--- src/rtl/traffic_intersection_ctrl_pkg.sv ---
// Shared types and width helpers for the intersection signal controller.
package traffic_pkg;

  typedef enum logic [1:0] {
    ALL_RED = 2'd0,
    GREEN   = 2'd1,
    YELLOW  = 2'd2,
    FLASH   = 2'd3
  } state_e;

  function automatic int unsigned max4(input int unsigned a, input int unsigned b,
                                       input int unsigned c, input int unsigned d);
    int unsigned m;
    m = a;
    if (b > m) m = b;
    if (c > m) m = c;
    if (d > m) m = d;
    return m;
  endfunction

  // Counter width for a state duration; never narrower than one bit.
  function automatic int unsigned cnt_width(input int unsigned max_val);
    return (max_val < 2) ? 1 : $clog2(max_val);
  endfunction

endpackage

--- src/rtl/traffic_intersection_ctrl_rr_next_sel.sv ---
// Round-robin successor search: first requesting approach after active_idx,
// wrapping; also reports whether any approach other than the masked one requests.
module rr_next_sel
  import traffic_pkg::*;
#(
  parameter int unsigned N_DIR = 4,
  parameter int unsigned IDX_W = $clog2(N_DIR)
) (
  input  logic [N_DIR-1:0] req,
  input  logic [IDX_W-1:0] active_idx,
  input  logic             mask_self,
  output logic [IDX_W-1:0] next_idx,
  output logic             any_other
);

  logic [N_DIR-1:0] cand;

  function automatic int unsigned wrap_idx(input int unsigned base, input int unsigned off);
    return (base + off) % N_DIR;
  endfunction

  always_comb begin
    cand = req;
    if (mask_self) cand[active_idx] = 1'b0;
    any_other = |cand;
    // Fixed rotation when nobody requests; otherwise the smallest offset wins
    // because the scan runs from the farthest offset down to the nearest.
    next_idx = IDX_W'(wrap_idx(int'(active_idx), 1));
    for (int unsigned off = N_DIR; off >= 1; off--) begin
      if (cand[wrap_idx(int'(active_idx), off)]) next_idx = IDX_W'(wrap_idx(int'(active_idx), off));
    end
  end

endmodule

--- src/rtl/traffic_intersection_ctrl.sv ---
// N-approach intersection controller: request-driven round robin with gap-out,
// rest-in-green, all-red clearance and flashing-yellow night mode.
module traffic_intersection_ctrl
  import traffic_pkg::*;
#(
  parameter int unsigned N_DIR             = 4,
  parameter int unsigned GREEN_CYCLES      = 20,
  parameter int unsigned MIN_GREEN_CYCLES  = 5,
  parameter int unsigned YELLOW_CYCLES     = 3,
  parameter int unsigned ALL_RED_CYCLES    = 2,
  parameter int unsigned FLASH_HALF_CYCLES = 4
) (
  input  logic                     clk,
  input  logic                     rst,
  input  logic [N_DIR-1:0]         req,
  input  logic                     flash_en,
  output logic [N_DIR-1:0]         red,
  output logic [N_DIR-1:0]         yellow,
  output logic [N_DIR-1:0]         green,
  output logic [$clog2(N_DIR)-1:0] active_idx,
  output logic                     phase_start,
  output logic                     flashing
);

  localparam int unsigned IDX_W = $clog2(N_DIR);
  localparam int unsigned CNT_W = cnt_width(max4(GREEN_CYCLES, YELLOW_CYCLES,
                                                 ALL_RED_CYCLES, FLASH_HALF_CYCLES));

  localparam logic [CNT_W-1:0] G_LAST   = CNT_W'(GREEN_CYCLES - 1);
  localparam logic [CNT_W-1:0] MIN_LAST = CNT_W'(MIN_GREEN_CYCLES - 1);
  localparam logic [CNT_W-1:0] Y_LAST   = CNT_W'(YELLOW_CYCLES - 1);
  localparam logic [CNT_W-1:0] AR_LAST  = CNT_W'(ALL_RED_CYCLES - 1);
  localparam logic [CNT_W-1:0] F_LAST   = CNT_W'(FLASH_HALF_CYCLES - 1);

  if (N_DIR < 2) begin : g_bad_n_dir
    $error("traffic_intersection_ctrl: N_DIR must be >= 2");
  end
  if (MIN_GREEN_CYCLES < 1 || GREEN_CYCLES < MIN_GREEN_CYCLES) begin : g_bad_green
    $error("traffic_intersection_ctrl: need 1 <= MIN_GREEN_CYCLES <= GREEN_CYCLES");
  end
  if (YELLOW_CYCLES < 1 || ALL_RED_CYCLES < 1 || FLASH_HALF_CYCLES < 1) begin : g_bad_dur
    $error("traffic_intersection_ctrl: yellow, all-red and flash durations must be >= 1");
  end

  state_e           state, state_n;
  logic [CNT_W-1:0] cnt, cnt_n;
  logic [IDX_W-1:0] idx_n;
  logic             flash_on, flash_on_n;
  logic [IDX_W-1:0] sel_idx;
  logic             other_req;

  rr_next_sel #(
    .N_DIR (N_DIR),
    .IDX_W (IDX_W)
  ) u_sel (
    .req        (req),
    .active_idx (active_idx),
    .mask_self  (state == GREEN),
    .next_idx   (sel_idx),
    .any_other  (other_req)
  );

  always_ff @(posedge clk) begin
    if (rst) begin
      state      <= ALL_RED;
      cnt        <= '0;
      active_idx <= IDX_W'(N_DIR - 1);
      flash_on   <= 1'b1;
    end else begin
      state      <= state_n;
      cnt        <= cnt_n;
      active_idx <= idx_n;
      flash_on   <= flash_on_n;
    end
  end

  always_comb begin
    state_n    = state;
    cnt_n      = cnt + CNT_W'(1);
    idx_n      = active_idx;
    flash_on_n = flash_on;
    case (state)
      ALL_RED: begin
        if (cnt == AR_LAST) begin
          cnt_n = '0;
          if (flash_en) begin
            state_n    = FLASH;
            flash_on_n = 1'b1;
          end else begin
            state_n = GREEN;
            idx_n   = sel_idx;
          end
        end
      end
      GREEN: begin
        if (flash_en ||
            (cnt >= MIN_LAST && other_req && (!req[active_idx] || cnt >= G_LAST))) begin
          state_n = YELLOW;
          cnt_n   = '0;
        end else if (cnt >= G_LAST) begin
          cnt_n = G_LAST;
        end
      end
      YELLOW: begin
        if (cnt == Y_LAST) begin
          state_n = ALL_RED;
          cnt_n   = '0;
        end
      end
      FLASH: begin
        if (!flash_en) begin
          state_n = ALL_RED;
          cnt_n   = '0;
        end else if (cnt == F_LAST) begin
          cnt_n      = '0;
          flash_on_n = ~flash_on;
        end
      end
      default: begin
        state_n = ALL_RED;
        cnt_n   = '0;
      end
    endcase
  end

  always_comb begin
    red         = '1;
    yellow      = '0;
    green       = '0;
    phase_start = 1'b0;
    flashing    = 1'b0;
    case (state)
      GREEN: begin
        red[active_idx]   = 1'b0;
        green[active_idx] = 1'b1;
        phase_start       = (cnt == '0);
      end
      YELLOW: begin
        red[active_idx]    = 1'b0;
        yellow[active_idx] = 1'b1;
      end
      FLASH: begin
        red      = '0;
        yellow   = {N_DIR{flash_on}};
        flashing = 1'b1;
      end
      default: ;
    endcase
  end

endmodule

--- config.mk ---
export PLATFORM = sky130hd
export DESIGN_NAME = traffic_intersection_ctrl
export DESIGN_NICKNAME = d
export VERILOG_FILES = /design/src/rtl/traffic_intersection_ctrl_pkg.sv /design/src/rtl/traffic_intersection_ctrl_rr_next_sel.sv /design/src/rtl/traffic_intersection_ctrl.sv
export SDC_FILE = /design/constraint.sdc
export NUM_CORES = 1
export LEC_CHECK = 0
export CORE_ASPECT_RATIO = 0.8
export CORE_MARGIN = 2
export CORE_UTILIZATION = 50
export DETAILED_ROUTE_END_ITERATION = 8
export PLACE_DENSITY = 0.91
export RECOVER_POWER = 25
export SYNTH_ARGS = -nofsm -noshare
export SYNTH_HDL_FRONTEND = slang
export SYNTH_SLANG_ARGS = --single-unit
--- constraint.sdc ---
create_clock -name clk -period 2.73 [get_ports clk]
set_input_delay 0.546 -clock clk [delete_from_list [all_inputs] [get_ports clk]]
set_output_delay 0.546 -clock clk [all_outputs]
set_load 0.005 [all_outputs]
## After elaboration in Yosys (flattened, before gate mapping)

Index checks and enable logic that the tools add are counted.

- Flip-flop bits (word level): 10
- Bits of input ports: 7
- Output and inout port bits: 16
- Logic and storage cells: 88

- $add $sub $neg: 5
- Order comparisons: 8
- Equal/unequal tests: 13
- Muxes and demuxes: 40
- Bitwise gates (word level): 4
- Reduce and logical (&&, ||, !) cells: 14

Operator list:

| kind | number |
|---|---|
| two-way mux 5 bit | 6 |
| case mux 5 bit (4 select lines) | 1 |
| two-way mux 2 bit | 9 |
| case mux 4 bit (2 select lines) | 2 |
| less-than comparator 2 x 3 -> 1 bit, second input constant | 5 |
| inequality test 2 bit, second input constant | 7 |
| two-way mux 1 bit | 12 |
| binary-select mux 1 bit (select 2 bit) | 5 |
| == test 5 x 2 -> 1 bit, second input constant | 2 |
| two-way mux 4 bit | 2 |
| case mux 2 bit (4 select lines) | 1 |
| adder 5 x 1 -> 5 bit, second input constant | 1 |
| == test 5 x 1 -> 1 bit, second input constant | 1 |
| greater-or-equal comparator 5 x 3 -> 1 bit, second input constant | 1 |
| greater-or-equal comparator 5 bit, second input constant | 1 |
| logical NOT 5 bit | 1 |
| AND reduction 5 bit | 1 |
| adder 2 x 1 -> 2 bit, second input constant | 2 |
| adder 2 bit, second input constant | 2 |
| AND 4 bit | 1 |
| == test 2 bit, second input constant | 2 |
| inverter 4 bit | 1 |
| AND reduction 4 bit | 1 |
| OR reduction 4 bit | 1 |
| other kinds (12) | 16 |

## Longest topological paths before layout

- Depth after elaboration: 13
- Mapped depth: 9
- Depth with buffers taken out: 8

## Modules after synthesis

Synthesis repeated with hierarchy kept, for this count alone.

- Cells, all modules: 139
- Area total of the unflattened synthesis: 1,161.1 sq um

Modules (own cells, without submodules):

| module | instances | cells an instance | area an instance (sq um) | sequential area each (sq um) |
|---|---|---|---|---|
| traffic_intersection_ctrl | 1 | 100 | 827.0 | 200.2 |
| rr_next_sel | 1 | 39 | 334.1 | 0.0 |

## Least setup slack after synthesis

OpenSTA, ideal clock, no wires.

- Path kind: flip-flop to flip-flop
- Start: register active_idx[1]
- End: register active_idx[0]
- Setup time: 0.127 ns
- Arrival time: 2.152 ns
- Data required time: 2.603 ns
- Setup slack: 0.451 ns
- Cell stages (with the launch flop): 10
- Path buffers: 1
- Clock period less this slack: 2.279 ns
- Cells stage by stage: dfxtp_1 -> clkbuf_1 -> inv_1 -> ha_1 -> a21boi_1 -> a22oi_1 -> or3_1 -> a21oi_2 -> nor4_1 -> or3_1

- Longest elaborated chain between the ends: 13
- Elaborated cells on any way between the ends: 24
- Those cells by class: add/sub: 4; order compare: 2; mux: 15; bitwise: 2; reduce/logical: 1

Ends and longest elaborated chain:

| element | RTL line | RTL |
|---|---|---|
| start, declared | traffic_intersection_ctrl.sv:20 | `output logic [$clog2(N_DIR)-1:0] active_idx,` |
| start signal, assigned | traffic_intersection_ctrl.sv:67 | `active_idx <= IDX_W'(N_DIR - 1);` |
| start signal, assigned | traffic_intersection_ctrl.sv:72 | `active_idx <= idx_n;` |
| less-than comparator 2 x 3 -> 1 bit (not written as such) or greater-or-equal comparator 2 x 1 -> 1 bit (tied branches) | traffic_intersection_ctrl_rr_next_sel.sv:24 | `if (mask_self) cand[active_idx] = 1'b0;` |
| logical AND 1 bit (not written as such) | traffic_intersection_ctrl_rr_next_sel.sv:24 |  |
| two-way mux 1 bit (not written as such) | traffic_intersection_ctrl_rr_next_sel.sv:24 |  |
| demux 1 bit (select 2 bit) | traffic_intersection_ctrl_rr_next_sel.sv:24 |  |
| inverter 4 bit (no source line) | -- |  |
| AND 4 bit (no source line) | -- |  |
| two-way mux 4 bit | traffic_intersection_ctrl_rr_next_sel.sv:24 |  |
| binary-select mux 1 bit (select 2 bit) | traffic_intersection_ctrl_rr_next_sel.sv:30 | `if (cand[wrap_idx(int'(active_idx), off)]) next_idx = IDX_W'(wrap_idx(int'(active_idx), off));` |
| two-way mux 1 bit (not written as such) | traffic_intersection_ctrl_rr_next_sel.sv:30 |  |
| two-way mux 2 bit (3 in series) | traffic_intersection_ctrl_rr_next_sel.sv:30 |  |
| two-way mux 2 bit * | traffic_intersection_ctrl_rr_next_sel.sv:30 |  |

Every way passes the cells marked *; elsewhere a longest branch is shown, timed or not. The select of a mux whose other input is x is not followed.
A chain may end at the register's enable or synchronous reset.

## Worst setup path in the final report

- Start: register state[0]
- End: output port red[0]

- Longest elaborated chain between the ends: 3
- Elaborated cells on any way between the ends: 5
- Those cells by class: eq/ne: 3; mux: 1; reduce/logical: 1

Ends and longest elaborated chain:

| element | RTL line | RTL |
|---|---|---|
| start, declared | traffic_intersection_ctrl.sv:45 | `state_e state, state_n;` |
| start signal, assigned | traffic_intersection_ctrl.sv:70 | `state <= state_n;` |
| == test 2 bit or == test 2 x 1 -> 1 bit (tied branches) | traffic_intersection_ctrl.sv:132 | `case (state)` |
| OR reduction 2 bit (no source line) | -- |  |
| case mux 4 bit (2 select lines) * | traffic_intersection_ctrl.sv:132 |  |
| end, declared | traffic_intersection_ctrl.sv:17 | `output logic [N_DIR-1:0] red,` |

Every way passes the cells marked *; elsewhere a longest branch is shown, timed or not.

==> impl.org <==
** Timing
- Aggregate negative setup slack :: 0 ps
- Least setup slack across all paths after layout :: ~230 ps
- Crit path time final :: 2500 ps
- Number of setup violations in the final report :: 0
- Tightest slew margin relative to the limit :: 69.8%
- Based on the critical path, the design can be clocked at up to 400 MHz.
- The number of slew-limit violations in the final report came to 0.
- Period utilisation layout :: 91.7%
- Endpoints failing hold :: 0
- Setup repair after global routing left no endpoint under its margin.
- Transition time of the tightest slew-check pin :: 448 ps
- The clock arrives with 1.95 ps of skew.

** Yosys
- In the synthesized netlist the dominant register cell turns out to be dfxtp_1.
- Synthesis produced a netlist with a net count of 152.
- Synthesis produced 132 cells.
- Post-Syn Area :: 1020 µm²
- Yosys warning count :: 0
- Largest cells by area after synthesis :: dfxtp_1, ha_1, nand2_1, inv_1, a211oi_1
- Synth async-reset ratio :: 0%
- The synthesized design devotes to its leading area cell type 19.7% of total area.
- Number of register bits inferred by synthesis :: 10
- Yosys top cell by area :: dfxtp_1
- The synthesized netlist contains 43 unique library cells.
- Share of synthesized area occupied by flip-flops and latches :: 19.7%
- Counting flops with a built-in enable in the synthesized netlist gives 0.
- Post-synthesis average cell area :: 7.70 µm²

** Die
- In this run the core area contains 14 standard-cell rows.
- Io pins :: 23
- Total Die Area :: 2410 µm²
- For this configuration, the core starts out at a cell density of 53.7%.
- Horiz. Die Dim :: approximately 54 µm
- The die is 44.3 µm tall.
- The region available for standard cell placement spans 1890 µm².

** Finish
- Final nets :: 180
- The finished cells cover between 1000 and 1500 µm².
- Fill cell total of the finished layout :: 161
- Antenna fix cells :: 0
- Cells with a size suffix above 1 make up 7.55% of the layout.
- Relative to the synthesized area, the layout overhead comes to 28.8%.

** Status
- Result of the run :: complete, no violations

** Worst setup path
- Endpoint required time on the critical path :: roughly 2200 ps
- Critical setup path kind :: reg2out
- The worst setup path is captured at an output pin.
- In this run the worst path has a maximum fanout of 5.
- Crit start category :: flip-flop
- The slowest stage of the critical path is the clkdlybuf4s50_1 cell.
- Chain of cells forming the critical path :: inv_1 > ha_1 > nor2_1 > a21oi_1 > clkdlybuf4s50_1
- Buffers and inverters on the worst path :: 2
- Data arrives at the worst endpoint at 1960 ps.
- Cell class contributing the biggest share of worst-path delay :: buffers and inverters
- For this run, the slowest stage of the critical path takes 530 ps.

** Power and ir drop
- Leakage :: 0.580 nW
- Total power for the finished layout comes to approximately 1.2 mW.
- Peak supply drop :: 0.000661 V
- For this design the ratio of total power to cell area is slightly above 900 nW/µm².

** Job
- Max Cap Violations :: 0

** Clock tree
- Clock Path Buffers :: 2
- The root buffer cell chosen for the clock tree is clkbuf_4.
- Post-CTS Hold Buffers :: 0
- Register clock-pin slew on the reported worst setup and hold paths :: 70 ps
- CTS built an H-tree with a depth of 1.
- TritonCTS clock tree :: done
- # resized after CTS :: 0
- Counting the buffers created by CTS gives 3.
- Count of buffers added by post-CTS timing repair for setup :: 0
- Clock insertion delay at the later pin of the skew report :: 270 ps
- Clock tree synthesis found a total of 10 sinks.

** Global routing
- The layer flagged by global routing as most heavily used is met2.
- Vias in the first global route :: ~1000
- Global routing finished with a remaining overflow of 0.
- In the global route stage, met2 resource usage came out at between 40 and 50%.
- The first global-routing pass estimated 4350 µm of wire.
- Global routing consumed, on the met1 layer, 33.1% of the routing resources.
- The initial antenna violation count came to 0.
- Entering global routing, the biggest net connects 11 pins.
- M3 GR Usage :: 5.74%
- Global routing consumed, over all layers together, 25.0% of the routing resources.

** Worst hold path
- The path class of the tightest hold or removal check is reg2reg.

** Placement
- In this run the tool buffered the top-level ports with 22 buffer cells.
- Worst setup slack after placement :: 145 ps
- The congestion estimate from routability-driven global placement came to approximately 0.88.
- The wire-length estimate of the detail-placed layout is ~2200 µm.
- In this run the cell area measured after placement is about 1300 µm².

** Drt
- After detailed routing, the number of remaining DRC violations is 0.
- The first TritonRoute pass finished after 5 iterations.
- The routed design has 2800 µm of wire.
- Number of vias per cell :: 5.97
- Detailed routing inserted a total of 1093 vias.
- Routed length per placed instance :: 15.3 µm
- In this run the remaining antenna-violating nets after routing total 0.
- Number of violations reported at the end of detailed-routing iteration 0 :: 84
-- layout by cell type, fill, tap and decap left out, types with 2 or more instances in the layout --
cell type	count
mux2i_1	3
ha_1	13
nor2_1	9
or3_1	2
o31ai_1	2
nand2_1	18
a211o_1	2
a211oi_1	5
clkbuf_1	2
nor2b_1	5
inv_1	14
clkdlybuf4s50_1	21
nand2b_1	4
clkbuf_4	3
dfxtp_1	10
xnor2_1	2
and2_1	2
o21ai_0	4
a21oi_1	7
nand3_1	3
a22oi_1	2
-- final timing paths --
check / endpoint / startpoint / cells past startpoint / slack (ps)
min reg2reg: flash_on / flash_on / 2 / 500
max: red[0] / state[0] / 5 / 230
max reg2reg: active_idx[0] / active_idx[0] / 8 / 250
min: flash_on / flash_on / 2 / 500
-- worst reg2reg max path: cells and delay by family (launching register included) --
kind,cells,cell delay (ps)
flip-flops,1,520
adder cells (fa/ha/maj),1,270
AND/OR/NAND/NOR,3,810
AO/OA/AOI/OAI,3,600
buffers and inverters,1,160
-- sequential cells by signal, indices dropped and copies added (netlist names) --
name,flops
cnt,5
flash_on,1
state,2
active_idx,2
-- where the power goes --
group          switching [mW]  internal, mW  leakage [nW]
sequential             0.0555         0.186        0.0817
combinational           0.440         0.388         0.477
clock                  0.0565        0.0811        0.0210
-- cell usage after synthesis, types with 2 or more instances --
library cell  instances
inv_1                14
nand3_1               3
nand2_1              18
a211oi_1              5
nor2_1                9
nand2b_1              4
a211o_1               2
o21ai_0               4
ha_1                 13
nor2b_1               5
and2_1                2
dfxtp_1              10
or3_1                 2
o31ai_1               2
mux2i_1               3
a22oi_1               2
a21oi_1               7
xnor2_1               2
-- cells by family (layout without fill, tap and decap cells) --
| family | after synthesis | in the layout | synth area share [%] |
|---|---|---|---|
| AOI/OAI and AO/OA | 36 | 36 | 26.0 |
| xor gates and xnor gates | 3 | 3 | 2.59 |
| adders and majority gates | 14 | 14 | 17.0 |
| buffers and inverters | 16 | 43 | 6.03 |
| DFF | 10 | 10 | 19.7 |
| muxes | 4 | 4 | 5.17 |
| and+or+nand+nor | 49 | 49 | 23.5 |
-- layer usage --
layer  vias to the layer above  wire, µm
li1                        520         -
met1                       510      1310
met2                        55      1240
met3                         8       212
met4                         0        45
met5                         -         0
-- per-stage QoR --
step           util [%]  hold WS [ps]  instances
2_1_floorplan         -           448        132
3_3_place_gp       67.7           459        179
3_5_place_dp       67.7           482        179
4_1_cts            69.6           495        183
5_1_grt            69.2           541        183
6_report           69.2           497        183
-- layout make-up --
cell class / instances / area, µm² / area share [%]
timing repair buffer: 25 / 235 / 18.0
inverter: 14 / 52.6 / 4.02
clock buffer: 4 / 36.3 / 2.77
sequential: 10 / 200 / 15.3
multi-input combinational: 106 / 754 / 57.6
tap: 24 / 30.0 / 2.29
(Power assumes the default switching activity.)
